===== src/rtl/bcd_lcd_writer_if.sv =====
// Bus bundle for bcd_lcd_writer: binary value input stream and
// character output stream towards an LCD character interface.
//
// Handshake rule for both streams: a beat transfers on a rising clk edge
// where valid=1 and ready=1. Once valid is raised, the source holds valid
// and its data/last fields stable until that transfer happens.
interface bcd_lcd_writer_if;
    logic       bin_valid;
    logic [7:0] bin_data;
    logic       bin_ready;
    logic       char_valid;
    logic [7:0] char_data;
    logic       char_ready;
    logic       char_last;
    logic       busy;

    // Driver/consumer side (testbench or surrounding logic)
    modport master (
        output bin_valid, bin_data, char_ready,
        input  bin_ready, char_valid, char_data, char_last, busy
    );

    // Converter side
    modport slave (
        input  bin_valid, bin_data, char_ready,
        output bin_ready, char_valid, char_data, char_last, busy
    );
endinterface


===== src/rtl/bcd_lcd_writer.sv =====
// bcd_lcd_writer: accepts an 8-bit binary value, converts it to BCD with
// the shift-and-add-3 algorithm (one bit per cycle), then streams four
// ASCII characters (thousands, hundreds, tens, ones) to an LCD writer.
// Leading zeros optionally become spaces; the ones digit never does.
module bcd_lcd_writer #(
    parameter bit BLANK_LEADING = 1'b1
) (
    input  logic              clk,
    input  logic              rst,
    bcd_lcd_writer_if.slave   bus,
    output logic [1:0]        state_dbg
);

    typedef enum logic [1:0] {
        IDLE    = 2'd0,
        CONVERT = 2'd1,
        EMIT    = 2'd2
    } state_t;

    state_t      state;
    logic [11:0] bcd;        // {hundreds, tens, ones}
    logic [7:0]  sh;         // binary bits still to be shifted in, MSB first
    logic [2:0]  cnt;        // conversion iteration 0..7
    logic [1:0]  idx;        // digit being presented: 0=thousands .. 3=ones
    logic        bin_ready_r;
    logic        char_valid_r;
    logic [7:0]  char_data_r;
    logic        char_last_r;
    logic        busy_r;
    logic [11:0] bcd_adj;

    assign bus.bin_ready  = bin_ready_r;
    assign bus.char_valid = char_valid_r;
    assign bus.char_data  = char_data_r;
    assign bus.char_last  = char_last_r;
    assign bus.busy       = busy_r;
    assign state_dbg      = state;

    // ASCII for digit position i; a digit is "leading" when it and every
    // digit before it are zero (thousands is always zero for 8-bit input).
    function automatic logic [7:0] digit_char(input logic [1:0] i, input logic [11:0] b);
        logic [3:0] d;
        logic       lead;
        case (i)
            2'd0: begin d = 4'd0;     lead = 1'b1;               end
            2'd1: begin d = b[11:8];  lead = (b[11:8] == 4'd0);  end
            2'd2: begin d = b[7:4];   lead = (b[11:4] == 8'd0);  end
            default: begin d = b[3:0]; lead = 1'b0;              end
        endcase
        return (BLANK_LEADING && lead) ? 8'h20 : {4'h3, d};
    endfunction

    // Add-3 correction: any nibble >= 5 would overflow past 9 when doubled
    always_comb begin
        bcd_adj = bcd;
        for (int i = 0; i < 3; i++) begin
            if (bcd[4*i +: 4] >= 4'd5) begin
                bcd_adj[4*i +: 4] = bcd[4*i +: 4] + 4'd3;
            end
        end
    end

    // Control FSM with registered handshake outputs
    always_ff @(posedge clk or posedge rst) begin
        if (rst) begin
            state        <= IDLE;
            bcd          <= 12'd0;
            sh           <= 8'd0;
            cnt          <= 3'd0;
            idx          <= 2'd0;
            bin_ready_r  <= 1'b0;
            char_valid_r <= 1'b0;
            char_data_r  <= 8'd0;
            char_last_r  <= 1'b0;
            busy_r       <= 1'b0;
        end else begin
            case (state)
                IDLE: begin
                    bin_ready_r <= 1'b1;
                    if (bus.bin_valid && bin_ready_r) begin
                        sh          <= bus.bin_data;
                        bcd         <= 12'd0;
                        cnt         <= 3'd0;
                        bin_ready_r <= 1'b0;
                        busy_r      <= 1'b1;
                        state       <= CONVERT;
                    end
                end
                CONVERT: begin
                    bcd <= {bcd_adj[10:0], sh[7]};
                    sh  <= {sh[6:0], 1'b0};
                    cnt <= cnt + 3'd1;
                    if (cnt == 3'd7) begin
                        idx   <= 2'd0;
                        state <= EMIT;
                    end
                end
                EMIT: begin
                    if (!char_valid_r) begin
                        // First character: one cycle after conversion finishes
                        char_data_r  <= digit_char(idx, bcd);
                        char_last_r  <= (idx == 2'd3);
                        char_valid_r <= 1'b1;
                    end else if (bus.char_ready) begin
                        if (idx == 2'd3) begin
                            char_valid_r <= 1'b0;
                            char_last_r  <= 1'b0;
                            busy_r       <= 1'b0;
                            bin_ready_r  <= 1'b1;
                            state        <= IDLE;
                        end else begin
                            idx         <= idx + 2'd1;
                            char_data_r <= digit_char(idx + 2'd1, bcd);
                            char_last_r <= (idx == 2'd2);
                        end
                    end
                end
                default: state <= IDLE;
            endcase
        end
    end

endmodule

===== src/flat_wrapper.sv =====
// flat-port wrapper written by rule: the top's interface ports become plain ports
module bcd_lcd_writer_flat 
#(
    parameter bit BLANK_LEADING = 1'b1
)
  (clk, rst, state_dbg, bus_bin_valid, bus_bin_data, bus_char_ready, bus_bin_ready, bus_char_valid, bus_char_data, bus_char_last, bus_busy);
  bcd_lcd_writer_if bus_i ();
  input  logic clk;
  input  logic rst;
  output logic [1:0] state_dbg;
  input wire logic [$bits(bus_i.bin_valid)-1:0] bus_bin_valid;
  input wire logic [$bits(bus_i.bin_data)-1:0] bus_bin_data;
  input wire logic [$bits(bus_i.char_ready)-1:0] bus_char_ready;
  output wire logic [$bits(bus_i.bin_ready)-1:0] bus_bin_ready;
  output wire logic [$bits(bus_i.char_valid)-1:0] bus_char_valid;
  output wire logic [$bits(bus_i.char_data)-1:0] bus_char_data;
  output wire logic [$bits(bus_i.char_last)-1:0] bus_char_last;
  output wire logic [$bits(bus_i.busy)-1:0] bus_busy;
  assign bus_i.bin_valid = bus_bin_valid;
  assign bus_i.bin_data = bus_bin_data;
  assign bus_i.char_ready = bus_char_ready;
  assign bus_bin_ready = bus_i.bin_ready;
  assign bus_char_valid = bus_i.char_valid;
  assign bus_char_data = bus_i.char_data;
  assign bus_char_last = bus_i.char_last;
  assign bus_busy = bus_i.busy;
  bcd_lcd_writer #(.BLANK_LEADING(BLANK_LEADING)) u_core (.clk(clk), .rst(rst), .bus(bus_i), .state_dbg(state_dbg));
endmodule

===== config.mk =====
export PLATFORM = sky130hd
export DESIGN_NAME = bcd_lcd_writer_flat
export DESIGN_NICKNAME = d
export VERILOG_FILES = /design/src/rtl/bcd_lcd_writer_if.sv /design/src/rtl/bcd_lcd_writer.sv /design/src/flat_wrapper.sv
export SDC_FILE = /design/constraint.sdc
export NUM_CORES = 1
export LEC_CHECK = 0
export ABC_AREA = 1
export BUFFER_PORTS_ARGS = -buffer_cell sky130_fd_sc_hd__buf_2
export CORE_MARGIN = 5
export CORE_UTILIZATION = 45
export CTS_CLUSTER_SIZE = 14
export DETAILED_ROUTE_END_ITERATION = 10
export PLACE_DENSITY_LB_ADDON = 0.3
export SYNTH_ARGS = -nofsm -noshare
export SYNTH_HDL_FRONTEND = slang
export SYNTH_SLANG_ARGS = --single-unit

===== constraint.sdc =====
create_clock -name clk -period 2.6 [get_ports clk]
set_input_delay 0.52 -clock clk [delete_from_list [all_inputs] [get_ports clk]]
set_output_delay 0.52 -clock clk [all_outputs]
set_load 0.005 [all_outputs]

==> results.rst <==
.. list-table::
   :header-rows: 1

   * - Metric
     - Value
   * - Detailed-route DRC error count
     - 0
   * - Unrepaired setup endpoints after global routing
     - false
   * - TritonCTS Buffers
     - 5
   * - Number of diodes
     - 0
   * - Yosys reg bits
     - 37
   * - Number of violations reported at the end of detailed-routing iteration 0
     - 99
   * - Cell variety after synth
     - 26
   * - Number of pins exceeding their max-slew limit in the final report
     - 0
   * - Clk_skew
     - 0.006535 ns
   * - Top-Level Pins
     - 26
   * - Reg2Reg Depth
     - 6
   * - Path type of the worst setup path
     - flop to flop
   * - Total power density per cell area
     - 1008 nW/um^2
   * - TritonCTS clock tree
     - built
   * - Dominant cell type by area after synthesis
     - sky130_fd_sc_hd__dfrtp_1
   * - Share of Yosys cell area claimed by the top area cell type
     - 42.05%
   * - Top cells by area, synth
     - sky130_fd_sc_hd__dfrtp_1 42%, sky130_fd_sc_hd__nand2_1 12%, sky130_fd_sc_hd__ha_1 8.5%
   * - Number of nets at the end of the flow
     - 337
   * - Final number of setup-violating endpoints
     - 0
   * - Number of global-route vias before repair
     - 1916
   * - CP Data Required Time
     - 2.80 ns
   * - Die Footprint
     - 6393 um^2
   * - Critical path launch point type
     - flop
   * - Final sum of negative setup slack
     - 0 ns
   * - Worst ir drop on vdd
     - 0.5746 mV
   * - CTS Hold Buffers Added
     - 0
   * - Yosys warning count
     - 0
   * - Total via count in the routed design
     - 1913
   * - Fin crit share
     - 73.05%
   * - Delay contributed by the slowest stage of the critical path
     - 0.44 ns
   * - DP HPWL
     - 3427 um
   * - Vias per inst
     - 5.074
   * - CTS clock-pin slew for the worst setup and hold paths
     - 0.07 ns
   * - Clock Sink Count
     - 37
   * - Placement Cell Area
     - 2367 um^2
   * - Worst path slowest cell
     - sky130_fd_sc_hd__dfrtp_1
   * - Htree depth
     - 2
   * - Cell row count
     - 25
   * - Buffers plus inverters on the worst setup path
     - 2
   * - Residual antenna-violating net count after detailed routing
     - 0
   * - Flop2flop setup slack
     - 0.70 ns
   * - Buffer cell driving the clock tree root
     - sky130_fd_sc_hd__clkbuf_8
   * - CTS resizes
     - 0
   * - Buffers inserted by post-CTS timing repair
     - 0
   * - Avg WL per Cell
     - 12.18 um
   * - CP endpoint kind
     - flop
   * - Hold/Removal Path Class
     - input pin to asynchronous set/reset pin
   * - Reg-to-Reg Start
     - u_core.state_dbg[0]
   * - Gate Count Post-Synth
     - 286
   * - Post-synthesis sequential area ratio
     - 42.05%
   * - Fmax
     - 526.5 MHz
   * - Reported leakage power
     - 1.222 nW
   * - Number of iterations in the first detailed-routing pass
     - 4
   * - Antenna violations before repair
     - 0
   * - Reg2Reg Capture Point
     - u_core.sh[1]
   * - Layout area overhead
     - 11.42%
   * - Post-Synthesis Mean Instance Area
     - 7.700 um^2
   * - Source-to-sink clock delay at the later pin of the worst-skew pair
     - 0.29 ns
   * - Cells traversed along the worst timing path
     - inv_2, nor2_4, inv_2, nand2_2, o211ai_1, o21ai_0
   * - GRT overflow
     - 0
   * - First-pass GRT wire length
     - 8459 um
   * - Fraction of layout instances using a drive strength above 1
     - 13.55%
   * - Post-layout instance area
     - 2454 um^2
   * - Maximum number of pins on one net before global-route repair
     - 38
   * - Max-capacitance violation count
     - 0
   * - Outcome
     - finished clean
   * - Core area
     - 4723 um^2
   * - Die height
     - 79.96 um
   * - Post-synthesis cell area
     - 2202 um^2
   * - Maximum count of clock buffers along a single path
     - 2
   * - Total GRT Usage
     - 16.87%
   * - Min Clock Period, post-route
     - 1.899 ns
   * - Fin. Hold Viols
     - 0
   * - Total routed wirelength
     - 4592 um
   * - Starting Density
     - 46.62%
   * - Final estimated routing congestion in global placement
     - 0.8665
   * - Most common cell type on the critical path
     - sky130_fd_sc_hd__inv_2
   * - Count of buffers from port buffering
     - 23
   * - Width of the die
     - 79.96 um
   * - Cell type group with the largest total delay on the critical path
     - simple AND/OR/NAND/NOR gates
   * - Arrival time worst endpoint
     - 2.10 ns
   * - Worst-path maximum fanout
     - 28
==> layout by cell type, fill, tap and decap left out, types with 4 or more instances in the layout <==
cell and n:
sky130_fd_sc_hd__a21oi_1 12, sky130_fd_sc_hd__a31oi_1 5, sky130_fd_sc_hd__buf_2 23, sky130_fd_sc_hd__clkbuf_8 6, sky130_fd_sc_hd__dfrtp_1 37, sky130_fd_sc_hd__ha_1 15, sky130_fd_sc_hd__inv_1 37, sky130_fd_sc_hd__inv_2 5
sky130_fd_sc_hd__nand2_1 68, sky130_fd_sc_hd__nand3_1 11, sky130_fd_sc_hd__nor2_1 19, sky130_fd_sc_hd__o211ai_1 9, sky130_fd_sc_hd__o21ai_0 37, sky130_fd_sc_hd__o21ai_1 4, sky130_fd_sc_hd__o22ai_1 4
==> worst min-delay path, cell delays in order <==
cell	delay, ns
sky130_fd_sc_hd__buf_2	0.09
sky130_fd_sc_hd__inv_1	0.04
sky130_fd_sc_hd__buf_4	0.40
==> power breakdown <==
group | switching (W) | leakage, nW | internal [W]
sequential | 0.000144 | 0.468 | 0.000777
clock | 0.000197 | 0.0443 | 0.000210
combinational | 0.000758 | 0.709 | 0.000386
==> worst max-delay path by stage <==
| stage | start | end | slack [ns] | cells past startpoint |
|---|---|---|---|---|
| 6_report | u_core.state_dbg[0] | u_core.sh[1] | 0.70 | 6 |
| 5_1_grt | u_core.state_dbg[0] | u_core.sh[7] | 0.50 | 6 |
| 4_1_cts | u_core.state_dbg[0] | u_core.sh[1] | 0.68 | 6 |
| 3_5_place_dp | u_core.state_dbg[0] | u_core.sh[1] | 0.68 | 6 |
| 3_3_place_gp | u_core.state_dbg[0] | u_core.sh[5] | 0.82 | 6 |
| 2_1_floorplan | u_core.idx[1] | u_core.bus.char_data[0] | 1.18 | 12 |
==> metal layers <==
layer | track usage (%) | vias to the layer above | wire length [um]
li1 | - | 981 | -
met1 | 21.11 | 881 | 2173
met2 | 27.40 | 38 | 2091
met3 | 3.612 | 13 | 194
met4 | 8.277 | 0 | 133
met5 | 0 | - | 0
==> final cells by class <==
type                    instances  area, um^2
fillers                       458        2270
repair buffers                 24       122.6
multi-input cells             200        1077
inverters                      42       157.7
well taps                      67       83.83
clock buffers                   7       86.33
flip-flops and latches         37       925.9
==> Yosys cell counts (all sizes together) <==
cell	n
nor3	1
buf	8
a31oi	5
conb	1
a21oi	12
nand2	69
o32ai	1
xor2	2
nand4	1
dfrtp	37
o211ai	9
inv	42
or2	3
nand3	11
o21ai	42
ha	15
o22ai	4
nor2	23
==> per-stage QoR <==
step	hold WS (ns)	instances	util [%]	worst slack, ns	total power, W
floorplan	0.4498	287	-	1.182	0.001801
global placement	0.4468	370	50.12	0.8220	0.002049
detailed placement	0.4486	370	50.12	0.6777	0.002083
CTS	0.3428	377	51.95	0.6775	0.002488
global route	0.3831	377	51.95	0.5025	0.002736
finish	0.3276	377	51.95	0.7007	0.002472
==> sequential cells by signal, indices dropped and copies added, names as in the netlist <==
register,count
u_core.bus.busy,1
u_core.bus.char_data,6
u_core.bcd,12
u_core.cnt,3
u_core.bus.bin_ready,1
u_core.state_dbg,2
u_core.idx,2
u_core.bus.char_last,1
u_core.sh,8
u_core.bus.char_valid,1
==> cells by family after synthesis <==
| logic type | share of synthesized area [%] |
|---|---|
| simple gates | 20.80 |
| compound gates | 18.47 |
| buf+inv | 9.204 |
| flops | 42.05 |
| fa+ha+maj | 8.523 |
| xor+xnor | 0.7956 |
| other cells | 0.1703 |
(Power assumes the default switching activity.)
